## src/rtl/p_serial.sv

```systemverilog
// p_serial: memory-mapped 8N1 UART target on the parallel bus switch.
// Single-beat register access, one-cycle ready pulse, level irq.
module p_serial #(
  parameter int XLEN         = 32,
  parameter int CLK_FREQ_MHZ = 27,
  parameter int BAUD         = 115200
) (
  input  logic              clk,
  input  logic              reset,
  input  logic              bus_valid,
  input  logic              bus_rw,
  input  logic [XLEN-1:0]   bus_addr,
  input  logic [XLEN-1:0]   bus_wdata,
  input  logic [XLEN/8-1:0] bus_wstrb,
  input  logic [2:0]        bus_size,
  output logic              bus_ready,
  output logic [XLEN-1:0]   bus_rdata,
  output logic              bus_denied,
  output logic              bus_corrupt,
  input  logic              rx,
  output logic              tx,
  output logic              irq
);
  localparam int          RST_DIV_I = CLK_FREQ_MHZ * 1_000_000 / BAUD;
  localparam logic [15:0] RST_DIV   = 16'(RST_DIV_I);

  typedef enum logic [1:0] {RX_IDLE, RX_START, RX_DATA, RX_STOP} rx_st_t;

  logic [15:0] div;
  logic [1:0]  ctrl;
  logic        tx_full, tx_busy;
  logic [7:0]  tx_hold;
  logic [8:0]  tx_sh;
  logic [3:0]  tx_nb;
  logic [15:0] tx_cnt;
  logic        rx_s1, rx_s2, rx_prev;
  rx_st_t      rx_st, rx_st_n;
  logic [15:0] rx_cnt, rx_cnt_n;
  logic [2:0]  rx_bit, rx_bit_n;
  logic [7:0]  rx_sh, rx_sh_n, rx_data;
  logic        rx_stop_ev;
  logic        rx_valid, overrun, frame_err;

  logic tx_empty, tx_idle;
  assign tx_empty = ~tx_full;
  assign tx_idle  = ~tx_full & ~tx_busy;

  // Request decode: accept only outside the ready cycle so a held valid runs once.
  logic       accept, deny, do_acc;
  logic [1:0] sel;
  logic       wr_data, rd_data, wr_stat, wr_ctrl, wr_div;
  assign sel     = bus_addr[3:2];
  assign accept  = bus_valid & ~bus_ready;
  assign deny    = (bus_size > 3'd2) || (bus_addr[1:0] != 2'd0) ||
                   (bus_rw && sel == 2'd0 && tx_full);
  assign do_acc  = accept & ~deny;
  assign wr_data = do_acc &  bus_rw & (sel == 2'd0) & bus_wstrb[0];
  assign rd_data = do_acc & ~bus_rw & (sel == 2'd0);
  assign wr_stat = do_acc &  bus_rw & (sel == 2'd1) & bus_wstrb[0];
  assign wr_ctrl = do_acc &  bus_rw & (sel == 2'd2) & bus_wstrb[0];
  assign wr_div  = do_acc &  bus_rw & (sel == 2'd3) & (|bus_wstrb[1:0]);

  logic unused_bits;
  assign unused_bits = ^{bus_addr[XLEN-1:4], bus_wdata[XLEN-1:16], bus_wstrb};

  logic [15:0] div_new;
  assign div_new = {bus_wstrb[1] ? bus_wdata[15:8] : div[15:8],
                    bus_wstrb[0] ? bus_wdata[7:0]  : div[7:0]};

  // Read mux.
  logic [XLEN-1:0] rd_val;
  always_comb begin
    rd_val = '0;
    case (sel)
      2'd0: rd_val[7:0]  = rx_data;
      2'd1: rd_val[4:0]  = {frame_err, overrun, rx_valid, tx_idle, tx_empty};
      2'd2: rd_val[1:0]  = ctrl;
      2'd3: rd_val[15:0] = div;
      default: rd_val = '0;
    endcase
  end

  // Bus response: one-cycle ready pulse; rdata zero outside a successful read.
  always_ff @(posedge clk) begin
    if (reset) begin
      bus_ready  <= 1'b0;
      bus_denied <= 1'b0;
      bus_rdata  <= '0;
    end else begin
      bus_ready  <= accept;
      bus_denied <= accept & deny;
      bus_rdata  <= (do_acc & ~bus_rw) ? rd_val : '0;
    end
  end
  assign bus_corrupt = 1'b0;

  // Control and divisor registers; divisor clamps to a minimum of 4.
  always_ff @(posedge clk) begin
    if (reset) begin
      ctrl <= 2'b00;
      div  <= RST_DIV;
    end else begin
      if (wr_ctrl) ctrl <= bus_wdata[1:0];
      if (wr_div)  div  <= (div_new < 16'd4) ? 16'd4 : div_new;
    end
  end

  // TX: holding register feeds the shifter; each bit lasts div clocks.
  always_ff @(posedge clk) begin
    if (reset) begin
      tx      <= 1'b1;
      tx_full <= 1'b0;
      tx_busy <= 1'b0;
      tx_hold <= '0;
      tx_sh   <= '0;
      tx_nb   <= '0;
      tx_cnt  <= '0;
    end else begin
      if (wr_data) begin
        tx_hold <= bus_wdata[7:0];
        tx_full <= 1'b1;
      end
      if (tx_busy) begin
        if (tx_cnt != 16'd0) tx_cnt <= tx_cnt - 16'd1;
        else begin
          tx_cnt <= div - 16'd1;
          if (tx_nb == 4'd0) tx_busy <= 1'b0;
          else begin
            tx    <= tx_sh[0];
            tx_sh <= {1'b1, tx_sh[8:1]};
            tx_nb <= tx_nb - 4'd1;
          end
        end
      end else if (tx_full) begin
        tx      <= 1'b0;
        tx_sh   <= {1'b1, tx_hold};
        tx_nb   <= 4'd9;
        tx_cnt  <= div - 16'd1;
        tx_busy <= 1'b1;
        tx_full <= 1'b0;
      end
    end
  end

  // RX synchroniser and previous-sample for falling-edge detection.
  always_ff @(posedge clk) begin
    if (reset) begin
      rx_s1   <= 1'b1;
      rx_s2   <= 1'b1;
      rx_prev <= 1'b1;
    end else begin
      rx_s1   <= rx;
      rx_s2   <= rx_s1;
      rx_prev <= rx_s2;
    end
  end

  // RX FSM state register.
  always_ff @(posedge clk) begin
    if (reset) begin
      rx_st  <= RX_IDLE;
      rx_cnt <= '0;
      rx_bit <= '0;
      rx_sh  <= '0;
    end else begin
      rx_st  <= rx_st_n;
      rx_cnt <= rx_cnt_n;
      rx_bit <= rx_bit_n;
      rx_sh  <= rx_sh_n;
    end
  end

  // RX FSM next state: half-bit start check, 8 data samples, stop sample.
  always_comb begin
    rx_st_n    = rx_st;
    rx_cnt_n   = rx_cnt;
    rx_bit_n   = rx_bit;
    rx_sh_n    = rx_sh;
    rx_stop_ev = 1'b0;
    case (rx_st)
      RX_IDLE: if (rx_prev & ~rx_s2) begin
        rx_st_n  = RX_START;
        rx_cnt_n = {1'b0, div[15:1]} - 16'd1;
      end
      RX_START:
        if (rx_cnt != 16'd0) rx_cnt_n = rx_cnt - 16'd1;
        else if (rx_s2) rx_st_n = RX_IDLE;
        else begin
          rx_st_n  = RX_DATA;
          rx_cnt_n = div - 16'd1;
          rx_bit_n = 3'd0;
        end
      RX_DATA:
        if (rx_cnt != 16'd0) rx_cnt_n = rx_cnt - 16'd1;
        else begin
          rx_sh_n  = {rx_s2, rx_sh[7:1]};
          rx_cnt_n = div - 16'd1;
          rx_bit_n = rx_bit + 3'd1;
          if (rx_bit == 3'd7) rx_st_n = RX_STOP;
        end
      RX_STOP:
        if (rx_cnt != 16'd0) rx_cnt_n = rx_cnt - 16'd1;
        else begin
          rx_st_n    = RX_IDLE;
          rx_stop_ev = 1'b1;
        end
      default: rx_st_n = RX_IDLE;
    endcase
  end

  // RX status: a byte landing alongside a DATA read replaces it without overrun.
  always_ff @(posedge clk) begin
    if (reset) begin
      rx_data   <= '0;
      rx_valid  <= 1'b0;
      overrun   <= 1'b0;
      frame_err <= 1'b0;
    end else begin
      if (rd_data) rx_valid <= 1'b0;
      if (wr_stat & bus_wdata[3]) overrun   <= 1'b0;
      if (wr_stat & bus_wdata[4]) frame_err <= 1'b0;
      if (rx_stop_ev) begin
        if (!rx_s2) frame_err <= 1'b1;
        else if (rx_valid & ~rd_data) overrun <= 1'b1;
        else begin
          rx_data  <= rx_sh;
          rx_valid <= 1'b1;
        end
      end
    end
  end

  // Level interrupt, registered.
  always_ff @(posedge clk) begin
    if (reset) irq <= 1'b0;
    else       irq <= (ctrl[0] & rx_valid) | (ctrl[1] & tx_empty);
  end
endmodule

```

## config.mk

```make
export PLATFORM = sky130hd
export DESIGN_NAME = p_serial
export DESIGN_NICKNAME = d
export VERILOG_FILES = /design/src/rtl/p_serial.sv
export SDC_FILE = /design/constraint.sdc
export NUM_CORES = 1
export LEC_CHECK = 0
export BUFFER_PORTS_ARGS = -buffer_cell sky130_fd_sc_hd__buf_2
export CELL_PAD_IN_SITES_DETAIL_PLACEMENT = 1
export CELL_PAD_IN_SITES_GLOBAL_PLACEMENT = 1
export CORE_ASPECT_RATIO = 0.6
export CORE_MARGIN = 2
export CORE_UTILIZATION = 30
export DETAILED_ROUTE_END_ITERATION = 7
export PLACE_DENSITY_LB_ADDON = 0.12
export SLEW_MARGIN = 10
export SYNTH_ARGS = -nofsm -noshare
export SYNTH_HDL_FRONTEND = slang
export SYNTH_SLANG_ARGS = --single-unit
```

## constraint.sdc

```tcl
create_clock -name clk -period 6.45 [get_ports clk]
set_input_delay 0.9675 -clock clk [delete_from_list [all_inputs] [get_ports clk]]
set_output_delay 0.9675 -clock clk [all_outputs]
set_load 0.02 [all_outputs]
```

* Yosys cells after proc, flatten, opt, wreduce, memory -nomap -nowiden *
Index checks and enable logic that the tools add are counted.

cells by class
  add/subtract/negate cells = 6
  magnitude comparators = 2
  eq/ne operators = 17
  multiplexer cells = 58
  bitwise gates (word level) = 33
  reduce and logical (&&, ||, !) cells = 21

operators by type and width
  operator                                                                        count
  16-bit two-way mux                                                              9
  16-bit one-hot mux with 4 select lines                                          1
  16-bit by 1-bit subtractor with 16-bit output (second input constant)           3
  9-bit two-way mux                                                               4
  16-bit nonzero test                                                             2
  1-bit two-way mux                                                               24
  1-bit AND                                                                       21
  2-bit != test (second input constant)                                           9
  16-bit by 3-bit less-than comparator with 1-bit output (second input constant)  1
  4-bit two-way mux                                                               4
  8-bit two-way mux                                                               2
  2-bit one-hot mux with 4 select lines                                           2
  15-bit by 1-bit subtractor with 16-bit output (second input constant)           1
  2-bit two-way mux                                                               6
  3-bit one-hot mux with 2 select lines                                           2
  1-bit NOT                                                                       11
  3-bit two-way mux                                                               3
  3-bit one-hot mux with 3 select lines                                           1
  3-bit AND reduction                                                             3
  2-bit == test (second input constant)                                           4
  2-bit nonzero test                                                              3
  5-bit AND reduction                                                             1
  2-bit by 1-bit == test with 1-bit output (second input constant)                2
  2-bit zero test                                                                 2
  other kinds (13)                                                                16

word-level totals
  flip-flop bits (word level) = 136
  output and inout bits = 37
  logic and storage cells = 163

* Logic depth before layout (Yosys ltp) *
Gate-level depths: netlist of the first run.

  depth after elaboration = 14
  mapped depth = 11

* Worst setup path before layout of the first run *
OpenSTA, ideal clock, no wires.

  path kind = input -> register
  from = input port bus_size[0]
  to = register div[2]
  library setup time = 119 ps
  data arrival time = 2870 ps
  data required time = 6331 ps
  setup slack = 3461 ps
  stages = 6
  buffers on the path = 0
  cell sequence = a2111o_1 > a2111o_1 > nor3_1 > nand2_1 > or2_2 > o221a_2

on the way
  cells in the longest elaborated chain, start to end = 8

RTL lines
  element                                                   RTL line  RTL
  start, declared                                           15        input logic [2:0] bus_size,
  3-bit by 2-bit greater-than comparator with 1-bit output  54        assign deny = (bus_size > 3'd2) || (bus_addr[1:0] != 2'd0) ||
  1-bit logical OR (2 in a row)                             54
  1-bit NOT                                                 56        assign do_acc = accept & ~deny;
  1-bit AND                                                 56
  1-bit AND (3 in a row)                                    61        assign wr_div = do_acc & bus_rw & (sel == 2'd3) & (|bus_wstrb[1:0]);
  end signal, assigned                                      104       if (wr_div) div <= (div_new < 16'd4) ? 16'd4 : div_new;
  end, declared                                             29        logic [15:0] div;

Every way passes these cells.
A chain may end at the register's enable or synchronous reset.

* Worst setup path in the final report of the first run *
  from = register rx_cnt[0]
  to = register rx_cnt[9]

on the way
  cells in the longest elaborated chain, start to end = 3

RTL lines
  element                                                                                      RTL line       RTL
  start, declared                                                                              38             logic [15:0] rx_cnt, rx_cnt_n;
  start signal, assigned                                                                       167            rx_cnt <= rx_cnt_n;
  16-bit by 1-bit subtractor with 16-bit output / 16-bit nonzero test (equally long branches)  186, 194, 202
  16-bit two-way mux, or another cell as far along                                             202            if (rx_cnt != 16'd0) rx_cnt_n = rx_cnt - 16'd1;
  16-bit one-hot mux with 4 select lines / 3-bit AND reduction (equally long branches)         --

Several ways; a longest one is shown, not always the timed one. The select of a mux whose other input is x is not followed.

==> results.md, run 1 <==
Status:
- The run finished with clean final reports.

STA:
- The post-layout minimum cycle time is 3.338 ns.
- The setup total negative slack is 0 ns.
- At the pin with the least slew margin, the transition time is 1.204 ns.
- Setup violations remaining at the end of the flow were counted as 0.
- Setup repair after global routing left no endpoint under its margin.
- Timing would allow up to 299.6 MHz.
- On the final layout, the worst hold slack is 0.4115 ns.
- The worst relative slew slack is 0.1921.
- The total count of hold-check failures in the final report is 0.
- The number of pins exceeding their max-slew limit in the final report was 0.
- The worst-case clock skew is 0.008451 ns.
- The final cycle utilization of the critical path is 0.5175.

Power:
- For this design the total switching power over the nets is 686.9 uW.
- The share of total power dissipated in the clock network is 0.444.
- The fraction of power spent switching nets is 0.3067.
- Of the total power, registers draw 0.355.
- For this design the static power due to leakage is 0.002734 uW.
- The share of total power dissipated in combinational logic is 0.201.
- The internal cell power is 1553 uW.
- Power spread over the standard cell area amounts to 302.5 nW/um^2.
- The worst vdd rail ir drop is 0.0001977 V.

Drt:
- The wire length the detailed router placed on met1 is 11.67 mm.
- The via total after detailed routing is 5,947.
- The uppermost signal routing layer after detailed routing is met4.
- The number of remaining DRC errors is 0.
- The routed wire length on met2 is 9.124 mm.
- Summed over all layers, the routed wires come to 21.91 mm.
- Before antenna repair, the detailed router went through 5 iterations.
- In this run, the number of DRC markers left after iteration 0 of detailed routing was 428.
- The wire length per cell is 19.83 um.
- The routed design uses 969 um of met3 wire.
- The per-cell via count in the routed design is 5.382.
- The count of nets left with antenna violations after detail routing is 0.

Yosys:
- The count of mapped cells out of synthesis is 794.
- The portion of the post-synthesis area used by sequential elements is 0.3732.
- During synthesis, Yosys emitted a total of 0 warnings.
- Counting flops with an async set or reset pin after synthesis yields a share of 0.
- After synthesis, the netlist uses 74 different library cells.
- In the synthesized netlist the dominant register cell turns out to be sky130_fd_sc_hd__dfxtp_1.
- The area of the mapped netlist is 6437 um^2.
- In this run, synthesis inferred 0 flip-flops with an integrated enable.
- The post-synthesis sequential element count is 120.
- The mean post-synth cell area is 8.108 um^2.

Clocking:
- The number of buffers inserted for hold repair after clock tree synthesis is 0.
- The insertion delay to the later sink of the worst-skew pair is 0.43 ns.
- After clock tree synthesis, the setup repair step added 0 buffers.
- The number of buffers created by CTS is 17.
- The clock-pin slew on the worst setup and hold paths is 0.06 ns.
- The CTS tree is done.
- The clock root buffer is sky130_fd_sc_hd__clkbuf_16.
- The CTS sink count is 120.
- The H-tree depth is 4.
- Counting along the longest clock path gives a buffer depth of 2.
- The number of gates given a new drive strength after cts is 0.

Worst setup path:
- STA classifies the critical path startpoint as a register.
- The startpoint of the lowest-slack register-to-register path is rx_cnt[0].
- In this run the worst path has a maximum fanout of 23.
- The delay of the slowest cell on the worst path is 0.90 ns.
- The number of cells on the worst reg-to-reg path is 8.
- Across all register-to-register paths, the minimum setup slack is 3.11 ns.
- Counting stages on the worst path, the most repeated cell is sky130_fd_sc_hd__a21oi_1.
- The worst register-to-register path ends at rx_cnt[9].
- The worst setup path is captured at a register.
- The data arrival time of the worst path is 3.63 ns.
- Traced cell by cell, the critical path runs through inv_1, ha_1, or4b_4, or4_4, o21ai_2, a21oi_1, o21ai_0, a21oi_1.
- The slowest stage of the critical path is the sky130_fd_sc_hd__o21ai_2 cell.
- STA puts the critical path data required time at 6.75 ns.
- The classification of the worst setup path is reg -> reg.

Global route:
- The initial antenna violation count is 1.
- The first global-routing pass estimated 34.23 mm of wire.
- The sum of overflow across all layers after global routing is 0.
- Entering global routing, the biggest net connects 61 pins.
- The aggregate global-route resource usage is 0.1984.
- The via count of the first global-routing pass is 5,849.

Min path:
- The worst min-delay path startpoint is rx_s1.
- The worst hold path stage count is 1.
- The worst hold path belongs to the class reg -> reg.
- The terminating pin of the worst hold path is rx_s2.

Place:
- The global placement routability congestion is 0.8723.
- The total half-perimeter wirelength after legalization and detailed placement is 15.73 mm.
- The count of input and output buffers is 49.

Finish:
- The repair_antennas step left the layout with diodes totalling 0.
- The top cell types in the final layout, fill and taps aside, are sky130_fd_sc_hd__dfxtp_1, sky130_fd_sc_hd__nand2_1, sky130_fd_sc_hd__a21oi_1, sky130_fd_sc_hd__nor2_1, sky130_fd_sc_hd__buf_2.
- The leading cell type in the layout, fill and taps excluded is sky130_fd_sc_hd__dfxtp_1.
- The total number of nets in the final design is 909.
- From synthesis to final layout, the design area changed by 15.02%.
- In the final layout, the share of cells above drive strength 1 is 0.1356.

Floorplan:
- The height of the chip is 117.5 um.
- The floorplan step defined a core boundary enclosing 21,030 um^2.
- The boundary pin count is 113.
- The area of the die is 22,680 um^2.
- For this configuration, the core starts out at a cell density of 0.3061.
- The horizontal die dimension is 193.1 um.
- After floorplanning, the core was divided into 41 placement rows.

Job:
- Max-cap violations in this run came to 0.
-- per-stage QoR --
stage,cell area [um^2],util,instances,worst slack (ns),power (uW)
floorplan,6497,-,810,3.461,1150
global placement,6783,0.3225,1073,2.828,1233
detailed placement,6783,0.3225,1073,2.788,1247
CTS,7397,0.3517,1105,3.161,2255
global route,7405,0.3521,1105,2.918,2343
finish,7405,0.3521,1105,3.112,2240
-- metal layers --
layer,global-route usage,vias up
met5,0,-
met4,0.04403,0
met3,0.04174,12
met2,0.2705,118
met1,0.3120,2970
li1,-,2847
-- logic make-up after synthesis --
group	Yosys count	share of synthesized area
buffers and inverters	103	0.07483
and+or+nand+nor	294	0.2233
other	1	0.0005825
AOI/OAI and AO/OA	195	0.2014
xor gates and xnor gates	37	0.05034
adders and majority gates	20	0.03887
muxes	24	0.03751
DFF	120	0.3732
-- worst max-delay path, delay by kind of cell (launching register included) --
family                     cells  cell delay, ns
AOI/OAI and AO/OA              4            1.30
and+or+nand+nor                2            1.26
DFF                            1            0.34
adders and majority gates      1            0.21
buffers and inverters          1            0.09
-- synthesized netlist by cell type (5+ instances only) --
library cell | instances | area, um^2
sky130_fd_sc_hd__o21ai_0 | 22 | 110.1
sky130_fd_sc_hd__or4_1 | 6 | 45.04
sky130_fd_sc_hd__a31oi_1 | 8 | 50.05
sky130_fd_sc_hd__nand3_1 | 26 | 130.1
sky130_fd_sc_hd__nor3b_1 | 5 | 37.54
sky130_fd_sc_hd__ha_1 | 20 | 250.2
sky130_fd_sc_hd__o21a_1 | 5 | 37.54
sky130_fd_sc_hd__a21oi_1 | 77 | 385.4
sky130_fd_sc_hd__a211oi_1 | 12 | 90.09
sky130_fd_sc_hd__and2_1 | 12 | 75.07
sky130_fd_sc_hd__xnor2_1 | 23 | 201.4
sky130_fd_sc_hd__buf_2 | 7 | 35.03
sky130_fd_sc_hd__a222oi_1 | 5 | 50.05
sky130_fd_sc_hd__xor2_1 | 14 | 122.6
sky130_fd_sc_hd__a22oi_1 | 8 | 60.06
sky130_fd_sc_hd__nor4_1 | 16 | 100.1
sky130_fd_sc_hd__clkbuf_1 | 43 | 161.4
sky130_fd_sc_hd__buf_4 | 17 | 127.6
sky130_fd_sc_hd__nand4_1 | 13 | 81.33
sky130_fd_sc_hd__nor2_1 | 62 | 232.7
sky130_fd_sc_hd__nand2_1 | 96 | 360.4
sky130_fd_sc_hd__inv_1 | 29 | 108.9
sky130_fd_sc_hd__a221oi_1 | 9 | 78.83
sky130_fd_sc_hd__or2_2 | 8 | 50.05
sky130_fd_sc_hd__dfxtp_1 | 120 | 2402
sky130_fd_sc_hd__mux2i_1 | 23 | 230.2
sky130_fd_sc_hd__and3_1 | 5 | 31.28
sky130_fd_sc_hd__nor3_1 | 27 | 135.1
sky130_fd_sc_hd__a211o_1 | 6 | 52.55
-- power by group through the flow --
stage	clock network, uW	registers, uW	logic (uW)
after CTS	1020	793	442
after detailed placement	0	809	437
after floorplan	0	798	352
after global routing	1050	798	493
after global placement	0	808	426
final	995	795	449
-- state kept, by name, indices dropped and copies added, names as in the netlist, 2 cells and up, named ones only --
signal     flops
rx_sh          8
tx_nb          4
div           16
rx_bit         3
tx_cnt        16
tx_sh          9
rx_data        8
rx_cnt        16
ctrl           2
bus_rdata     16
tx_hold        8
-- how the worst max path moves through the flow --
| stage | start | to | slack (ns) | cells after the start |
|---|---|---|---|---|
| 3_3_place_gp | bus_addr[2] | div[2] | 2.83 | 8 |
| 2_1_floorplan | bus_size[0] | div[2] | 3.46 | 6 |
| 3_5_place_dp | bus_addr[2] | div[2] | 2.79 | 8 |
| 5_1_grt | tx_cnt[7] | tx_nb[0] | 2.92 | 6 |
| 6_report | rx_cnt[0] | rx_cnt[9] | 3.11 | 8 |
| 4_1_cts | rx_cnt[0] | rx_cnt[9] | 3.16 | 8 |
-- area by class of cell --
type	instances	area, um^2
inverters	30	112.6
fillers	2520	13630
clock inverters	12	147.6
multi-input cells	587	3621
clock buffers	20	466.7
repair buffers	57	305.3
flip-flops and latches	120	2402
well taps	279	349.1
(Power assumes the default switching activity.)
==> run 2: changes to the inputs <==
--- a/config.mk
+++ b/config.mk
@@ -5,6 +5,7 @@
 export SDC_FILE = /design/constraint.sdc
 export NUM_CORES = 1
 export LEC_CHECK = 0
+export ABC_AREA = 1
 export BUFFER_PORTS_ARGS = -buffer_cell sky130_fd_sc_hd__buf_2
 export CELL_PAD_IN_SITES_DETAIL_PLACEMENT = 1
 export CELL_PAD_IN_SITES_GLOBAL_PLACEMENT = 1
==> constraint.sdc (replaced) <==
create_clock -name clk -period 3.2 [get_ports clk]
set_input_delay 0.48 -clock clk [delete_from_list [all_inputs] [get_ports clk]]
set_output_delay 0.48 -clock clk [all_outputs]
set_load 0.02 [all_outputs]
==> results.md, run 2 <==
Global route:
- The global-route wire length before repair is 40.77 mm.
- The initial antenna violation count is 1.
- The largest net degree at the start of global routing is 40.
- Across every metal layer, demand over resource in global routing totals 0.2175.
- The via count of the first global-routing pass came to 7,078.
- The sum of overflow across all layers after global routing is 0.

Worst setup path:
- The worst reg-to-reg setup slack is 0.89 ns.
- The cell family contributing the most delay on the critical path is simple AND/OR/NAND/NOR gates.
- The critical path goes through inv_1, ha_1, nand2_1, nor2_1, nand2_1, nand2_1, nand2_1, nand2_1, o21ai_0, inv_1, a21oi_1.
- The startpoint identified for the worst register-to-register timing path is div[1].
- In this run the worst setup path terminates at tx_cnt[15].
- The slowest stage of the critical path belongs to the cell sky130_fd_sc_hd__nor2_1.
- The most critical setup path has its startpoint at div[1].
- STA puts the critical path data arrival time at 2.60 ns.
- STA classifies the critical path endpoint as a register.
- In this run the number of cells on the critical path is 11.
- In this design, the stage delay of the slowest critical-path cell is 0.41 ns.
- The length in cells of the worst reg-to-reg path is 11.
- STA classifies the critical path startpoint as a register.
- The classification of the worst setup path is reg -> reg.
- The data required time of the critical path is 3.50 ns.
- The most common cell type on the critical path is sky130_fd_sc_hd__nand2_1.
- The total buffers and inverters traversed by the critical path is 2.
- The end of the worst register-to-register path is tx_cnt[15].
- In this run the worst path has a maximum fanout of 6.

Yosys:
- Counting every instance in the synthesized netlist gives 1,105.
- Summing every instance area after synthesis gives 7107 um^2.
- The most frequent cell after synthesis is sky130_fd_sc_hd__nand2_1.
- The compound-cell area share of the yosys netlist is 0.1632.
- The portion of the post-synthesis area used by sequential elements is 0.3380.
- The share of flip-flops with an asynchronous set or reset is 0.
- Sorting the synthesized cells by area gives the leading types as sky130_fd_sc_hd__dfxtp_1, sky130_fd_sc_hd__nand2_1, sky130_fd_sc_hd__nor2_1.
- Synthesis instantiated 46 different standard cells from the library.
- The adder and majority cell fraction of the synthesized area is 0.03521.
- The number of warning messages in the yosys log is 0.
- The mux contribution to synthesized area is 0.
- The share of synthesized cell area in and, or, nand and nor gates is 0.3357.
- Sorting the synthesized cells by how often they occur yields sky130_fd_sc_hd__nand2_1, sky130_fd_sc_hd__nor2_1, sky130_fd_sc_hd__dfxtp_1.
- A synthesized cell averages 6.432 um^2.
- The primary flip-flop cell chosen by synthesis mapping is sky130_fd_sc_hd__dfxtp_1.
- The top cell type by total area after synthesis is sky130_fd_sc_hd__dfxtp_1.
- Of the post-synthesis cell area, the dominant cell type holds 0.3380.
- The fraction of synthesized cell area in xor and xnor cells is 0.02342.
- Counting flops and latches in the post-synthesis netlist gives 120.
- The dominant combinational cell family by area after synthesis is simple AND/OR/NAND/NOR gates.
- The number of enable flip-flop cells after synthesis is 0.

Finish:
- The proportion of layout cells with a drive suffix above 1 is 0.1138.
- In the layout the commonest cells are sky130_fd_sc_hd__nand2_1, sky130_fd_sc_hd__nor2_1, sky130_fd_sc_hd__dfxtp_1, sky130_fd_sc_hd__inv_1, sky130_fd_sc_hd__o21ai_0.
- The total number of nets in the final design is 1,252.
- The leading cell type in the layout, fill and taps excluded is sky130_fd_sc_hd__nand2_1.
- Compared with the post-synthesis result, the final layout area differs by 16.46%.

Power:
- Of the total power, combinational logic draws 0.369.
- The share of total power dissipated in the clock network is 0.349.
- The analysis attributes to cell leakage a power of 0.003702 uW.
- The sequential cell fraction of total power is 0.282.
- The fraction of power spent switching nets is 0.4010.
- VDD sags by at most 0.0003087 V.
- The switching power is 2426 uW.
- The internal cell power is 3623 uW.
- The power density over the cells is 730.8 nW/um^2.

Drt:
- The number of remaining DRC errors is 0.
- The wire length per cell is 17.26 um.
- For this run, the detailed router's first-pass iteration total came to 5.
- The per-cell via count in the routed design is 4.850.
- The via total after detailed routing is 7,202.
- The count of nets left with antenna violations after detail routing is 0.
- Summed over all layers, the routed wires come to 25.64 mm.
- The first routing iteration left 419 violations.

STA:
- Setup repair after global routing left no endpoint under its margin.
- The final cycle utilization of the critical path is 0.7210.
- Timing would allow up to 433.4 MHz.
- Measured against its own limit, the worst slew margin works out to 0.5515.
- The number of pins exceeding their max-slew limit in the final report came to 0.
- The total count of hold-check failures in the final report is 0.
- The smallest clock period supported by the final layout is computed as 2.307 ns.
- The final hold slack is 0.2399 ns.
- Setup violations remaining at the end of the flow were counted as 0.
- The measured slew at the worst slew-check pin is 0.6719 ns.
- The worst-case clock skew is 0.008643 ns.
- Setup total negative slack on the finished layout was measured at 0 ns.

Floorplan:
- For this configuration, the core starts out at a cell density of 0.3065.
- The floorplan step defined a die boundary enclosing 24,980 um^2.
- Measured along the y axis, the die boundary spans 123.2 um.
- The boundary pin count is 113.
- In this run the horizontal extent of the chip is 202.7 um.
- The count of standard-cell rows is 43.
- The core region area is 23,190 um^2.

Clocking:
- The clock tree synthesis step divided the H-tree into 4 levels.
- The number of buffers added for setup after CTS is 0.
- The maximum count of clock buffers along a single path is 2.
- The clock-pin slew on the worst setup and hold paths is 0.06 ns.
- The number of buffers inserted for hold repair after clock tree synthesis is 0.
- The number of buffers created by CTS is 17.
- The CTS sink count is 120.
- At the later pin of the worst-skew pair, clock insertion delay measures 0.44 ns.
- TritonCTS built the clock tree.
- The number of gates given a new drive strength after cts is 0.
- The clock root buffer is sky130_fd_sc_hd__clkbuf_16.

Min path:
- In this run the most critical hold path is launched from rx.
- The min-delay analysis places its worst path in the category in -> reg.

Job:
- The number of maximum-capacitance violations is 0.

Place:
- Routability-driven placement finished with a final weighted congestion of 0.8186.
- The total half-perimeter wirelength after legalization and detailed placement is 20.06 mm.
- The count of buffers added on input and output ports is 49.

Status:
- The flow ran to the end, and the final reports show no timing, DRC or antenna violations.
## run 2: cell families after synthesis
| logic type | after synthesis |
|---|---|
| other | 1 |
| DFF | 120 |
| and+or+nand+nor | 559 |
| buffers and inverters | 170 |
| xor gates and xnor gates | 19 |
| adders and majority gates | 20 |
| AOI/OAI and AO/OA | 216 |
## run 2: worst min path at each step
stage | end | cells past startpoint
2_1_floorplan | rx_s2 | 1
3_3_place_gp | rx_s2 | 1
3_5_place_dp | rx_s2 | 1
4_1_cts | rx_s1 | 2
5_1_grt | rx_s1 | 2
6_report | rx_s1 | 2
## run 2: layout make-up
| type | instances | area, um^2 |
|---|---|---|
| Tap cell | 315 | 394.1 |
| Fill cell | 2992 | 14910 |
| Sequential cell | 120 | 2402 |
| Antenna cell | 1 | 2.502 |
| Timing Repair Buffer | 63 | 350.3 |
| Clock buffer | 20 | 466.7 |
| Multi-Input combinational cell | 831 | 4026 |
| Clock inverter | 12 | 172.7 |
| Inverter | 123 | 461.7 |
## run 2: routing by layer
layer / vias to the layer above / track usage / share of wire
met5: - / 0 / 0
met4: 0 / 0.05976 / 0.011
met3: 19 / 0.04085 / 0.048
met2: 131 / 0.2868 / 0.36
met1: 3411 / 0.3475 / 0.58
li1: 3641 / - / -
## run 2: power by group through the flow
stage          clock (uW)  combinational (uW)  sequential (uW)
2_1_floorplan           0                1620             1710
5_1_grt              2220                2570             1720
6_report             2110                2230             1710
3_5_place_dp            0                2230             1740
4_1_cts              2150                2240             1710
3_3_place_gp            0                2200             1740
## run 2: through the flow
step	power [uW]	setup WS (ns)	cell area, um^2	utilization	cells
finish	6049	0.8927	8277	0.3569	1485
floorplan	3325	1.256	7167	-	1121
global placement	3937	0.7917	7635	0.3293	1452
global route	6509	0.7041	8274	0.3568	1484
CTS	6105	0.9346	8274	0.3568	1484
detailed placement	3966	0.6698	7635	0.3293	1452
